### config.mk
export PLATFORM = sky130hd
export DESIGN_NAME = icache_dm
export DESIGN_NICKNAME = d
export VERILOG_FILES = /design/src/rtl/icache_pkg.sv /design/src/rtl/icache_refill_fsm.sv /design/src/rtl/icache_dm.sv
export SDC_FILE = /design/constraint.sdc
export NUM_CORES = 2
export LEC_CHECK = 0
export CORE_MARGIN = 4
export CORE_UTILIZATION = 48
export DETAILED_ROUTE_END_ITERATION = 8
export GPL_TIMING_DRIVEN = 0
export HOLD_SLACK_MARGIN = 0.08
export PLACE_DENSITY = 0.68
export SLEW_MARGIN = 20
export SYNTH_ARGS = -nofsm -noshare
export SYNTH_HDL_FRONTEND = slang
export SYNTH_SLANG_ARGS = --single-unit
### constraint.sdc
create_clock -name clk -period 6.04 [get_ports clk]
set_clock_uncertainty 0.15 [all_clocks]
set_input_delay 1.208 -clock clk [delete_from_list [all_inputs] [get_ports clk]]
set_output_delay 1.208 -clock clk [all_outputs]
set_load 0.05 [all_outputs]
### src/rtl/icache_pkg.sv
// Shared types and address-field helpers for the direct-mapped instruction cache.
package icache_pkg;

  typedef enum logic [1:0] {
    IDLE   = 2'd0,
    REFILL = 2'd1,
    FILLED = 2'd2
  } cacheStateT;

  localparam int DefIndexBits = 4;
  localparam int DefWordBits  = 2;
  localparam int DefAddrW     = 32;

  function automatic int tagWidth(input int addrW, input int indexBits, input int wordBits);
    return addrW - indexBits - wordBits - 2;
  endfunction

  localparam int DefTagW = tagWidth(DefAddrW, DefIndexBits, DefWordBits);

endpackage

### src/rtl/icache_refill_fsm.sv
// Miss handling: latches the missing line, walks the beats of the refill and
// produces the memory request plus array write strobes.
module icache_refill_fsm
  import icache_pkg::*;
#(
  parameter int INDEX_BITS = DefIndexBits,
  parameter int WORD_BITS  = DefWordBits,
  parameter int ADDR_W     = DefAddrW,
  parameter int LINE_W     = ADDR_W - WORD_BITS - 2
) (
  input  logic                 clk,
  input  logic                 rst,
  input  logic                 startMiss,
  input  logic [LINE_W-1:0]    missLineIn,
  input  logic                 memRvalid,
  output cacheStateT           state,
  output logic [WORD_BITS-1:0] beat,
  output logic [LINE_W-1:0]    missLine,
  output logic                 memReq,
  output logic [ADDR_W-1:0]    memAddr,
  output logic                 dataWe,
  output logic                 lineDone
);

  cacheStateT           stateNx;
  logic [WORD_BITS-1:0] beatNx;
  logic [LINE_W-1:0]    missLineNx;

  always_ff @(posedge clk) begin
    if (rst) begin
      state    <= IDLE;
      beat     <= '0;
      missLine <= '0;
    end else begin
      state    <= stateNx;
      beat     <= beatNx;
      missLine <= missLineNx;
    end
  end

  always_comb begin
    stateNx    = state;
    beatNx     = beat;
    missLineNx = missLine;
    memReq     = 1'b0;
    memAddr    = '0;
    dataWe     = 1'b0;
    lineDone   = 1'b0;
    case (state)
      IDLE: begin
        if (startMiss) begin
          missLineNx = missLineIn;
          beatNx     = '0;
          stateNx    = REFILL;
        end
      end
      REFILL: begin
        // request stays on the same beat address until the memory answers
        memReq  = 1'b1;
        memAddr = {missLine, beat, 2'b00};
        if (memRvalid) begin
          dataWe = 1'b1;
          beatNx = beat + WORD_BITS'(1);
          if (beat == '1) begin
            lineDone = 1'b1;
            stateNx  = FILLED;
          end
        end
      end
      FILLED:  stateNx = IDLE;
      default: stateNx = IDLE;
    endcase
  end

endmodule

### src/rtl/icache_dm.sv
// Direct-mapped read-only instruction cache: register arrays, combinational
// lookup, hit/miss counters; line refill is delegated to icache_refill_fsm.
module icache_dm
  import icache_pkg::*;
#(
  parameter int INDEX_BITS = DefIndexBits,
  parameter int WORD_BITS  = DefWordBits,
  parameter int ADDR_W     = DefAddrW
) (
  input  logic              clk,
  input  logic              rst,
  input  logic [ADDR_W-1:0] pcF,
  input  logic              fetch_en,
  input  logic              inv_all,
  output logic [31:0]       instrF,
  output logic              hitF,
  output logic              stall_cache,
  output logic              mem_req,
  output logic [ADDR_W-1:0] mem_addr,
  input  logic [31:0]       mem_rdata,
  input  logic              mem_rvalid,
  output logic [31:0]       hit_cnt,
  output logic [31:0]       miss_cnt
);

  localparam int TAG_W  = tagWidth(ADDR_W, INDEX_BITS, WORD_BITS);
  localparam int LINES  = 1 << INDEX_BITS;
  localparam int WORDS  = 1 << WORD_BITS;
  localparam int LINE_W = TAG_W + INDEX_BITS;

  logic [TAG_W-1:0]      tagF;
  logic [INDEX_BITS-1:0] idxF;
  logic [WORD_BITS-1:0]  wordF;
  logic                  unusedOffset;

  assign tagF         = pcF[ADDR_W-1 -: TAG_W];
  assign idxF         = pcF[INDEX_BITS+WORD_BITS+1 -: INDEX_BITS];
  assign wordF        = pcF[WORD_BITS+1 -: WORD_BITS];
  assign unusedOffset = ^pcF[1:0];

  logic [31:0]      dataArr [LINES][WORDS];
  logic [TAG_W-1:0] tagArr  [LINES];
  logic [LINES-1:0] validArr;

  cacheStateT            state;
  logic [WORD_BITS-1:0]  beat;
  logic [LINE_W-1:0]     missLine;
  logic                  dataWe, lineDone, missNow;
  logic [INDEX_BITS-1:0] fillIdx;
  logic [TAG_W-1:0]      fillTag;

  // hits are only reported in IDLE so a line under refill is never served
  assign hitF        = (state == IDLE) && validArr[idxF] && (tagArr[idxF] == tagF);
  assign instrF      = dataArr[idxF][wordF];
  assign missNow     = (state == IDLE) && fetch_en && !hitF;
  assign stall_cache = missNow || (state != IDLE);
  assign fillIdx     = missLine[INDEX_BITS-1:0];
  assign fillTag     = missLine[LINE_W-1 -: TAG_W];

  icache_refill_fsm #(
    .INDEX_BITS(INDEX_BITS),
    .WORD_BITS (WORD_BITS),
    .ADDR_W    (ADDR_W),
    .LINE_W    (LINE_W)
  ) uRefill (
    .clk       (clk),
    .rst       (rst),
    .startMiss (missNow),
    .missLineIn({tagF, idxF}),
    .memRvalid (mem_rvalid),
    .state     (state),
    .beat      (beat),
    .missLine  (missLine),
    .memReq    (mem_req),
    .memAddr   (mem_addr),
    .dataWe    (dataWe),
    .lineDone  (lineDone)
  );

  always_ff @(posedge clk) begin
    if (dataWe)   dataArr[fillIdx][beat] <= mem_rdata;
    if (lineDone) tagArr[fillIdx] <= fillTag;
  end

  // invalidate-all first, so a line completing in the same cycle survives
  always_ff @(posedge clk) begin
    if (rst) begin
      validArr <= '0;
    end else begin
      if (inv_all)  validArr <= '0;
      if (lineDone) validArr[fillIdx] <= 1'b1;
    end
  end

  always_ff @(posedge clk) begin
    if (rst) begin
      hit_cnt  <= '0;
      miss_cnt <= '0;
    end else begin
      if (fetch_en && hitF) hit_cnt <= hit_cnt + 32'd1;
      if (missNow)          miss_cnt <= miss_cnt + 32'd1;
    end
  end

endmodule

==> results by stage <==
Outcome:
- The run finished with clean final reports.

Detailed routing:
- For this run, the detailed router's first-pass iteration total came to 6.
- The number of nets with antenna violations after detailed routing is 0.
- Dividing the detail-routed wire length by the instance count gives 34.3 um.
- Summed over all layers, the routed wires come to 271,000 um.
- The DRC violations left is 0.
- The detailed router placed 50,700 vias in this run.
- The first routing iteration left 7,751 violations.
- The via-per-instance ratio is 6.42.

Clock tree:
- Clock-pin slew was measured on the worst setup and hold paths at 70 ps.
- The count of clock tree sinks is 2,544.
- The maximum level of the CTS H-tree is 5.
- The master cell of the clock root buffer is clkbuf_16.
- The clock tree from TritonCTS is built.
- In this run the deepest clock path goes through 4 buffers.
- The number of buffers inserted for hold repair after clock tree synthesis is 0.
- The clock latency at the later pin of the worst-skew pair is 930 ps.
- The number of clock buffers added by TritonCTS is 277.

Synthesis:
- The number of synthesized flops with an enable pin is 2,432.
- edfxtp_1 takes more of the synthesized area than any other cell.
- Counting every instance in the synthesized netlist gives 4,397.
- The area share of the largest cell type after synthesis is 74.1%.
- Ranked by instance count, the synthesized netlist is headed by 2,432 x edfxtp_1, 745 x mux4_2, 163 x clkbuf_1.
- The sequential fraction of the synthesis area is 76.4%.
- The post-synthesis async set-or-reset flop share is 0%.
- Yosys printed 0 warnings.
- In this run the mean area of a mapped cell was 22.4 um^2.
- The cell area that synthesis handed to floorplanning was 98,500 um^2.
- The flip-flop and latch count after synthesis is 2,544.
- The library cell with the highest instance count after synthesis is edfxtp_1.
- In the synthesized netlist the dominant register cell turns out to be edfxtp_1.
- Ranked by total cell area, the synthesized netlist is headed by edfxtp_1 74%, mux4_2 17%, dfxtp_1 2.3%, mux2i_1 0.65%, clkbuf_1 0.62%.
- In this run, distinct cell masters in the synthesized netlist total 62.

STA:
- For the finished layout, the period the worst path requires is 6040 ps.
- The number of max-slew violations in the final report is 0.
- The final hold violation count is 0.
- Adding up every negative setup slack in the final design gives 0 ps.
- For the pin with the worst max-slew slack, the measured transition is 1090 ps.
- Measured against its own limit, the worst slew margin works out to 27.4%.
- The final critical-path setup slack is 2.30 ps.
- The timing-limited maximum frequency is 166 MHz.
- Setup violations remaining at the end of the flow were counted as 0.
- In the finished design, the share of the clock period the worst path needs comes to 100%.

Critical path:
- The critical path class is input pin to primary output.
- The top fanout value on the critical path is 10.
- The data arrival time of the critical path is 4680 ps.
- The startpoint identified for the worst register-to-register timing path is tagArr[10][9].
- The critical path starts at pcF[4].
- STA classifies the critical path startpoint as an input pin.
- STA puts the critical path data required time at 4680 ps.
- STA classifies the critical path endpoint as a primary output.

GRT:
- The met3 track utilization from global routing is 7.51%.
- The number of global-route vias before repair came to 50,400.
- The number of antenna violations at the first check in global routing is 23.
- The largest net degree at the start of global routing is 65.
- Global routing used 38.9% of the available met2 tracks.
- In this run the most used layer during global routing was met2.
- The overall global routing resource usage is 25.4%.
- The leftover overflow at the end of global routing is 0.
- The wire length of the first global-routing pass is 381,000 um.
- For met1 alone, demand over resource in global routing was 35.5%.

Power:
- IR analysis of the VDD net gives a maximum drop of 0.000308 V.
- The power density over the cells is 322 nW/um^2.
- The internal power summed over all cells is 29.5 mW.
- In this run the power spent charging and discharging nets is 8.09 mW.
- The static power due to leakage is 36.7 nW.
- In this run, flip-flops and latches consume 51.6% of the power.
- The fraction of power spent switching nets is 21.5%.
- In this run, the clock network consumes 42.5% of the power.
- In this run, the combinational gates consume 5.9% of the power.

Placed design:
- Timing analysis after detailed placement gives a worst setup slack of -2430 ps.
- Routability-driven placement finished with a final weighted congestion of 0.950.
- The quantity of I/O buffers inserted on ports is 188.
- The HPWL after detailed placement is 177,000 um.
- The placed standard-cell area is 107,000 um^2.
- Counting tap cells, the placed design contains a total of 7,395 instances.

Floorplanning:
- The horizontal die dimension is 461 um.
- The region available for standard cell placement spans 204,000 um^2.
- Pin placement for this block handled 200 I/O pins.
- For this configuration, the core starts out at a cell density of 48.2%.
- The die covers 213,000 um^2.
- The chip height is 461 um.
- The site row count is 166.

Layout:
- The filler cell count is 14,600.
- The number of non-filler instances in the completed layout is 7,895.
- The final design instance area without fill is 117,000 um^2.
- The synthesis-to-finish area growth is 18.5%.
- In the final design database the tool counted 5,080 nets.
- The fraction of layout instances using a drive strength above 1 is 31.5%.

Hold path:
- The path class of the tightest hold or removal check is register to register.
- The hold path startpoint is validArr[6].

Job:
- Across the run, the number of max-cap violations was 0.
registers in the layout, summed over array words and instances (netlist names):
| register | flops |
|---|---|
| uRefill.state | 2 |
| miss_cnt | 32 |
| uRefill.beat | 2 |
| validArr | 16 |
| uRefill.missLine | 28 |
| hit_cnt | 32 |
| dataArr | 2048 |
| tagArr | 384 |
layer usage:
metal | routed length (um) | vias up | share of wire [%]
met5 | 55 | - | 0.020
met4 | 9690 | 10 | 3.6
met3 | 33800 | 551 | 12
met2 | 127000 | 3364 | 47
met1 | 101000 | 26800 | 37
li1 | - | 19900 | -
power groups by stage:
stage	logic [mW]	clock network (mW)	registers, mW
6_report	2.23	16.0	19.4
5_1_grt	2.30	16.9	19.4
4_1_cts	2.18	16.1	19.4
3_5_place_dp	2.11	0	19.8
3_3_place_gp	2.02	0	19.8
2_1_floorplan	1.11	0	19.8
cell usage in the layout (no fill, tap or decap), types with 11 or more instances in the layout:
master           count
mux2i_1             60
clkinv_2            37
o31ai_1             21
nor2_1              59
and2_1              36
or4_1               20
nor2_4              80
clkbuf_2            20
buf_8               17
clkbuf_8            28
clkbuf_16          293
a21oi_1             82
dfxtp_1            112
nand4_1             30
o22ai_1             11
inv_1               14
clkdlybuf4s50_1    121
buf_6               46
nand2_1             49
nor3_1              27
clkinv_1            51
buf_2               52
mux2_2              41
and3_1              27
clkbuf_1           147
buf_4               56
nor2b_1             43
nand3_1             63
clkbuf_4            29
bufinv_16           17
o21ai_0             37
xor2_1              15
edfxtp_1          2432
buf_12              90
mux4_2             745
buf_16              43
xnor2_1             14
final timing paths:
path	endpoint	slack, ps	cells past startpoint
max	instrF[27]	2	12
max reg2reg	uRefill.missLine[1]	2050	12
min	validArr[6]	340	2
min reg2reg	validArr[6]	340	2
logic make-up after synthesis:
group,synth area share [%]
buffers and inverters,1.21
other,0.00381
AO/OA/AOI/OAI,1.32
multiplexers,18.2
adder cells (fa/ha/maj),0.0762
XOR/XNOR,0.285
AND/OR/NAND/NOR,2.51
flip-flops,76.4
cell type report:
cell class	count	area [um^2]	share of cell area, %
clock buffer	358	7420	6.35
timing repair buffer	328	4570	3.91
buffer	259	2280	1.95
tap	2688	3360	2.88
inverter	16	61.3	0.0525
sequential	2544	75300	64.5
clock inverter	114	965	0.827
antenna	9	22.5	0.0193
multi-input combinational	1579	22800	19.5
stage by stage:
| stage | util [%] | hold WS [ps] | power [mW] |
|---|---|---|---|
| detailed placement | 52.3 | 325 | 21.9 |
| global route | 57.1 | 382 | 38.6 |
| global placement | 50.8 | 314 | 21.8 |
| finish | 57.1 | 339 | 37.6 |
| floorplan | - | 301 | 20.9 |
| CTS | 56.9 | 341 | 37.7 |
worst max-delay path, stage by stage:
cell and delay, ps:
buf_6 150, buf_12 150, buf_12 160, buf_16 140, buf_16 140, buf_16 180, clkbuf_16 220, clkbuf_8 250
mux4_2 560, mux4_2 540, mux4_2 630, buf_2 260
timing repair:
item | CTS | global route
buffers inserted | 1 | 16
pin swaps | 1 | 1
endpoints found under the setup margin | 34 | 27
cloned | 1 | 1
resized for setup | 619 | 49
Power figures use the tool's default switching activity.
==> variant (same settings) <==
Change the package constant `DefIndexBits` from 4 to 3.
--- a/src/rtl/icache_pkg.sv
+++ b/src/rtl/icache_pkg.sv
@@ -9,3 +9,3 @@
 
-  localparam int DefIndexBits = 4;
+  localparam int DefIndexBits = 3;
   localparam int DefWordBits  = 2;
Check against the original RTL: not settled (the Yosys comparison gave no result); the edit may change what the design does.
==> variant against the original RTL <==
  * Sequential cell count decreased by 1216
  * Design area decreased by 47%
  * Worst setup slack improved by 81 ps
  * Synthesized area decreased by 47%
  * Utilization increased by 0.62 points
  * Via count decreased by 46%
  * Routed wire length decreased by 51%
  * Register-to-register slack got worse by 100 ps
  * Total power decreased by 49%
  * Critical path type unchanged
==> variant: results (changes against the original RTL) <==
worstSetupEndpoint: "stall_cache"  # was instrF[27]
syn_avg_cell_area_um2: 20.49  # was 22.40 µm²
critPathLaunch: "pcF[5]"  # was pcF[4]
post-place-ws_ps: -2178  # was -2430 ps
die_x_um: 337.5  # was 461.0 µm
cts-resized-gates: 199  # was 619
n_antenna_cell: 2  # was 9
muxShareOfSynthArea: 0.1783  # was 0.1819
ys_seq_area_frac: 0.7453  # was 0.7641
htreeDepth: 4  # was 5
synthTopCellsByCount: "edfxtp_1 (1,224), mux4_2 (339), dfxtp_1 (104)"  # was edfxtp_1 (2,432), mux4_2 (745), clkbuf_1 (163)
clock_area_frac: 0.06840  # was 0.07180
cts.path.max_buffers: 3  # was 4
synth.distinct_cells: 54  # was 62
routed_via_density: 6.176  # was 6.417
cts_setup_buffers: 2  # was 1
routedWlPerCell_um: 30.18  # was 34.29 µm
leakagePower_uw: 0.01977  # was 0.03666 µW
slowest_delay_ps: 550  # was 630 ps
numPortBuffers: 190  # was 188
synth_fa_ha_area_frac: 0.001441  # was 0.0007621
nFillCells: 7608  # was 14,559
r2r_start: "tagArr[3][17]$_DFFE_PP_"  # was tagArr[10][9]$_DFFE_PP_
clock_buffers: 174  # was 358
worstSkewPairLatency_ps: 750  # was 930 ps
status: "completed"  # unchanged
synth_compound_area_frac: 0.01772  # was 0.01325
crit_family: "buffers and inverters"  # was multiplexers
nets: 3009  # was 5,080
place_congestion: 0.8386  # was 0.9495
signal_buffers: 396  # was 587
nNonClkInverters: 10  # was 16
synth_area_leaders: "edfxtp_1 (71%), mux4_2 (15%), dfxtp_1 (4.0%)"  # was edfxtp_1 (74%), mux4_2 (17%), dfxtp_1 (2.3%)
==> variant: cell count changes after synthesis, moves of 37 or more <==
| cell | unedited run | this run |
|---|---|---|
| edfxtp_1 | 2432 | 1224 |
| nand2b_1 | 5 | 59 |
| clkbuf_1 | 163 | 82 |
| nor2_1 | 139 | 76 |
| mux4_2 | 745 | 339 |
| mux2i_1 | 64 | 101 |
==> variant: where the power goes <==
part           switching [µW]  internal [µW]
clock network            3420           4640
registers                35.4          10100
logic                     705            446
==> variant: routing by layer <==
layer / global-route usage / part of all wire / wire length, µm
met4: 0.08114 / 0.034 / 4564
met3: 0.05830 / 0.094 / 12630
met5: 0 / 0.00031 / 42
met2: 0.3813 / 0.48 / 64730
met1: 0.3211 / 0.39 / 52040
==> variant: logic make-up after synthesis <==
group                      count (synthesis)
and+or+nand+nor                          395
muxes                                    496
xor gates and xnor gates                  13
AOI/OAI and AO/OA                        150
adders and majority gates                  6
other                                      1
DFF                                     1328
buffers and inverters                    154
